==> src/rtl/lsu_pkg.sv <==
// lsu_pkg: shared state encoding, default widths and alignment mask for the load/store initiator
package lsu_pkg;
  typedef enum logic [1:0] {IDLE, REQ, WAIT, DONE} state_t;
  localparam int ADDR_W_DEF = 32;
  localparam int DATA_W_DEF = 32;
  localparam logic [1:0] ADDR_ALIGN_MASK = 2'b11;
endpackage

==> src/rtl/lsu_timeout_counter.sv <==
// lsu_timeout_counter: counts WAIT cycles and flags the last cycle before the response deadline
module lsu_timeout_counter #(
  parameter int TIMEOUT_CYCLES = 255
) (
  input  logic clk_i,
  input  logic rst_i,
  input  logic clr_i,
  input  logic en_i,
  output logic expire_o
);
  localparam int CW = $clog2(TIMEOUT_CYCLES + 1);
  localparam logic [CW-1:0] LAST = CW'(TIMEOUT_CYCLES - 1);
  logic [CW-1:0] cnt_q, cnt_d;
  // clear wins over enable so a fresh WAIT always starts from zero
  always_comb cnt_d = clr_i ? '0 : en_i ? cnt_q + 1'b1 : cnt_q;
  // counter register
  always_ff @(posedge clk_i)
    if (rst_i) cnt_q <= '0;
    else cnt_q <= cnt_d;
  // fires on the cycle whose closing edge brings the count to TIMEOUT_CYCLES
  assign expire_o = en_i && cnt_q == LAST;
endmodule

==> src/rtl/lsu_initiator.sv <==
// lsu_initiator: single-outstanding req/gnt/rvalid initiator towards the data cache (LSU_MISALIGN_TRAP_EN traps misaligned requests)
module lsu_initiator
  import lsu_pkg::*;
#(
  parameter int ADDR_W         = ADDR_W_DEF,
  parameter int DATA_W         = DATA_W_DEF,
  parameter int TIMEOUT_CYCLES = 255
) (
  input  logic              clock,
  input  logic              reset,
  input  logic              cpu_read,
  input  logic              cpu_write,
  input  logic [ADDR_W-1:0] cpu_addr,
  input  logic [DATA_W-1:0] cpu_wdata,
  output logic              cpu_stall,
  output logic              cpu_done,
  output logic [DATA_W-1:0] cpu_rdata,
  output logic              cpu_err,
  output logic              mem_req,
  output logic              mem_we,
  output logic [ADDR_W-1:0] mem_addr,
  output logic [DATA_W-1:0] mem_wdata,
  input  logic              mem_gnt,
  input  logic              mem_rvalid,
  input  logic [DATA_W-1:0] mem_rdata
);
  state_t state_q, state_d;
  logic stall_q, stall_d, done_q, done_d, err_q, err_d, req_q, req_d, we_q, we_d;
  logic [ADDR_W-1:0] addr_q, addr_d;
  logic [DATA_W-1:0] wdata_q, wdata_d, rdata_q, rdata_d;
  logic illegal, misalign, accept, complete, timeout, expire;
  lsu_timeout_counter #(.TIMEOUT_CYCLES(TIMEOUT_CYCLES)) u_tmo (
    .clk_i   (clock),
    .rst_i   (reset),
    .clr_i   (state_q != WAIT),
    .en_i    (state_q == WAIT),
    .expire_o(expire)
  );
  // next state and next registered outputs; both-high requests are rejected without leaving IDLE
  always_comb begin
    illegal = state_q == IDLE && cpu_read && cpu_write;
`ifdef LSU_MISALIGN_TRAP_EN
    misalign = state_q == IDLE && (cpu_read ^ cpu_write) && |(cpu_addr[1:0] & ADDR_ALIGN_MASK);
`else
    misalign = 1'b0;
`endif
    accept = state_q == IDLE && (cpu_read ^ cpu_write) && !misalign;
    complete = mem_rvalid && ((state_q == REQ && mem_gnt) || state_q == WAIT);
    timeout = state_q == WAIT && !mem_rvalid && expire;
    state_d = accept ? REQ
            : state_q == REQ && mem_gnt ? (mem_rvalid ? DONE : WAIT)
            : complete || timeout ? DONE
            : state_q == DONE ? IDLE
            : state_q;
    req_d = state_d == REQ;
    stall_d = state_d == REQ || state_d == WAIT;
    done_d = state_d == DONE || illegal || misalign;
    err_d = timeout || illegal || misalign;
    we_d = accept ? cpu_write : we_q;
    addr_d = accept ? cpu_addr & ~{{(ADDR_W-2){1'b0}}, ADDR_ALIGN_MASK} : addr_q;
    wdata_d = accept ? cpu_wdata : wdata_q;
    rdata_d = complete && !we_q ? mem_rdata : rdata_q;
  end
  // state and output registers
  always_ff @(posedge clock) begin
    if (reset) begin
      state_q <= IDLE;
      stall_q <= 1'b0;
      done_q  <= 1'b0;
      err_q   <= 1'b0;
      req_q   <= 1'b0;
      we_q    <= 1'b0;
      addr_q  <= '0;
      wdata_q <= '0;
      rdata_q <= '0;
    end else begin
      state_q <= state_d;
      stall_q <= stall_d;
      done_q  <= done_d;
      err_q   <= err_d;
      req_q   <= req_d;
      we_q    <= we_d;
      addr_q  <= addr_d;
      wdata_q <= wdata_d;
      rdata_q <= rdata_d;
    end
  end
  assign cpu_stall = stall_q;
  assign cpu_done  = done_q;
  assign cpu_err   = err_q;
  assign cpu_rdata = rdata_q;
  assign mem_req   = req_q;
  assign mem_we    = we_q;
  assign mem_addr  = addr_q;
  assign mem_wdata = wdata_q;
endmodule

==> config.mk <==
export PLATFORM = sky130hd
export DESIGN_NAME = lsu_initiator
export DESIGN_NICKNAME = d
export VERILOG_FILES = /design/src/rtl/lsu_pkg.sv /design/src/rtl/lsu_timeout_counter.sv /design/src/rtl/lsu_initiator.sv
export SDC_FILE = /design/constraint.sdc
export NUM_CORES = 1
export LEC_CHECK = 0
export ABC_AREA = 0
export BUFFER_PORTS_ARGS = -buffer_cell sky130_fd_sc_hd__clkbuf_2
export CELL_PAD_IN_SITES_DETAIL_PLACEMENT = 1
export CELL_PAD_IN_SITES_GLOBAL_PLACEMENT = 1
export CORE_MARGIN = 3
export CORE_UTILIZATION = 32
export CTS_BUF_LIST = sky130_fd_sc_hd__clkbuf_8
export DETAILED_ROUTE_END_ITERATION = 6
export PLACE_DENSITY_LB_ADDON = 0.1
export SYNTH_ARGS = -nofsm -noshare
export SYNTH_HDL_FRONTEND = slang
export SYNTH_SLANG_ARGS = --single-unit
==> constraint.sdc <==
create_clock -name clock -period 1.58 [get_ports clock]
set_input_delay 0.237 -clock clock [delete_from_list [all_inputs] [get_ports clock]]
set_output_delay 0.237 -clock clock [all_outputs]
set_load 0.1 [all_outputs]
==> impl_metrics.ini <==
[setup_path]
cp_cell_sequence = clkbuf_2
critPathMaxStageDelay_ps = 470
crit_buf_inv = 1
r2r_slack_ps = 110
cp_top_family = buffers and inverters
critical-path-slowest-cell = clkbuf_2
worstPathArrival_ps = 1240
critical_path_class = reg -> out
r2r-start = state_q[1]$_SDFF_PP0_
cp-start-kind = flop
regToRegEndpoint = cpu_stall$_SDFF_PP0_
path_depth = 1
cp-endpoint = mem_we
reg2reg_depth = 5
cp_max_fo = 4
crit_required_ps = 1340
cp-end-kind = output port
cp-startpoint = mem_we$_SDFFE_PP0P_

[placed_design]
hpwl_um = 8560
place.gp.congestion = 0.731
port_buffers = 198

[sta]
tightest_slew_ps = 579
period_share = 0.937
min_period_ps = 1480
setup_viol_count_final = 0
slew_viol_final = 0
clock_skew_ps = 9.16
max_freq_mhz = 676
rsz0062_at_grt = no
final_hold_viol_count = 0
timing.hold.ws_ps = 80.3
relSlewSlack = 0.616

[die]
start_util = 0.335
die_h_um = 116
fp.dieW_um = 116
fp.dieArea_um2 = 13600
coreArea_um2 = 11700
rows = 39
io_pins = 203

[global_route]
overflow = 0
grtUsageTotal = 0.167
grtUsageMet3 = 0.0466
top_usage_layer = met2
grt_use_met1 = 0.198
first_global_vias = 3807
grt_pass1_wl_um = 18200
grt_start_max_net_pins = 61
antenna_found_initial = 0
met2_usage = 0.286

[clock_network]
path_clk_slew_ps = 100
cts_tree = yes
clock-root-buffer = clkbuf_8
cts_hold_buf = 0
cts_buffer_depth = 2
cts_sinks = 109
clk_latency_ps = 370
htreeDepth = 3
cts-buffers-inserted = 9

[min_path]
hold_path.class = in -> reg
hold_depth = 3

[drt]
drt_first_iter_violations = 153
vias = 3822
vias_per_cell = 4.64
antenna_left = 0
route.detailed.drc = 0
post_drt_wl_per_cell_um = 14.1
firstDrtPassIters = 4
drt-total-wl_um = 11600

[power]
cellPowerDensity_nw_per_um2 = 1330
ir_drop_v = 0.000527
p_leak_nw = 2.41

[synthesis]
yosysWarnings = 0
ys.flop_type = dfxtp_1
synthDistinctLibCells = 29
synth.area.top_cells = dfxtp_1 56%, nand2_1 19%, a21oi_1 13%, buf_2 1.7%, clkbuf_1 1.4%
synth_top_cell_by_area = dfxtp_1
yosysTopAreaCellShare = 0.559
syn_area_um2 = 3900
ys_ff_latch = 109
async_reset_ff_frac = 0
syn_inst = 483
ys_seq_area_frac = 0.559
avgSynthCellArea_um2 = 8.08
synth_common_cells = 195 x nand2_1, 109 x dfxtp_1, 101 x a21oi_1
synth_edf_count = 0
yosysMostFrequentCell = nand2_1

[final_layout]
fin_util = 0.455
nNetsFinal = 782
area_growth_pct = 35.9
drive_above_1_share = 0.356
diodes = 0

[flow_run]
cap_violations = 0

[outcome]
outcome = completed
[metal layers]
layer | wire [um] | share of wire | vias to the layer above
met4 | 200 | 0.017 | 0
li1 | - | - | 1929
met2 | 5790 | 0.50 | 109
met5 | 0 | 0 | -
met3 | 795 | 0.068 | 14
met1 | 4850 | 0.42 | 1770
[layout make-up]
type / instances / area, um^2
clock inverter: 3 / 12.5
clock buffer: 12 / 165
sequential: 109 / 2190
timing repair buffer: 214 / 1180
multi-input combinational: 338 / 1560
tap: 143 / 179
fill: 1498 / 6360
inverter: 4 / 15.0
[registers in the layout, indices dropped and copies added, names as in the netlist]
signal       count
cpu_rdata       32
mem_wdata       32
mem_addr        30
u_tmo.cnt_q      8
state_q          2
cpu_done         1
cpu_err          1
cpu_stall        1
mem_req          1
mem_we           1
[stage by stage]
stage	setup WS (ps)	power [mW]	cells	setup TNS (ps)	cell area, um^2
after global routing	3.89	7.42	823	0	5310
after floorplan	127	5.03	484	0	3910
after global placement	-69.6	5.50	806	-164	5070
final	100	7.07	823	0	5310
after CTS	0.917	7.14	821	0	5250
after detailed placement	-129	5.54	806	-329	5070
[worst min path at each step]
stage	startpoint	endpoint	slack, ps
after floorplan	cpu_write	mem_we$_SDFFE_PP0P_	370
after global placement	cpu_rdata[13]$_SDFFE_PP0P_	cpu_rdata[13]$_SDFFE_PP0P_	440
after detailed placement	mem_wdata[22]$_SDFFE_PP0P_	mem_wdata[22]$_SDFFE_PP0P_	450
after CTS	cpu_wdata[13]	mem_wdata[13]$_SDFFE_PP0P_	50
after global routing	cpu_wdata[12]	mem_wdata[12]$_SDFFE_PP0P_	60
final	mem_rdata[23]	cpu_rdata[23]$_SDFFE_PP0P_	80
[repair_timing]
action                     4_1_cts  5_1_grt
pin swaps                        3        4
gates cloned                     0        1
setup endpoints to repair        4       50
gates resized for setup          3        6
setup buffers                    0        1
[kinds of logic (layout without fill, tap and decap cells)]
family	Yosys count	in the layout	synth area share
flip-flops	109	109	0.559
buffers and inverters	37	233	0.0474
XOR/XNOR	5	5	0.0112
adder cells (fa/ha/maj)	4	4	0.0128
AO/OA/AOI/OAI	106	106	0.142
other	1	2	0.000961
AND/OR/NAND/NOR	221	221	0.227
[power by group]
group          leakage [nW]  internal, mW  total [mW]  switching, mW
Combinational          1.42         0.462        2.43           1.97
Clock                 0.101         0.683        1.58          0.892
Sequential            0.892          2.95        3.06          0.107
[cells in the final DEF (no fill, tap or decap), types with 4 or more instances in the layout]
| cell | netlist | layout |
|---|---|---|
| dfxtp_1 | 109 | 105 |
| buf_4 | 2 | 12 |
| inv_1 | 4 | 6 |
| a21oi_1 | 101 | 101 |
| ha_1 | 4 | 4 |
| nand3_1 | 4 | 4 |
| nor2_1 | 9 | 9 |
| buf_12 | 0 | 4 |
| clkbuf_2 | 0 | 197 |
| clkbuf_8 | 0 | 12 |
| nand2_1 | 195 | 193 |
Note: power is estimated with default switching activity, not from simulation.
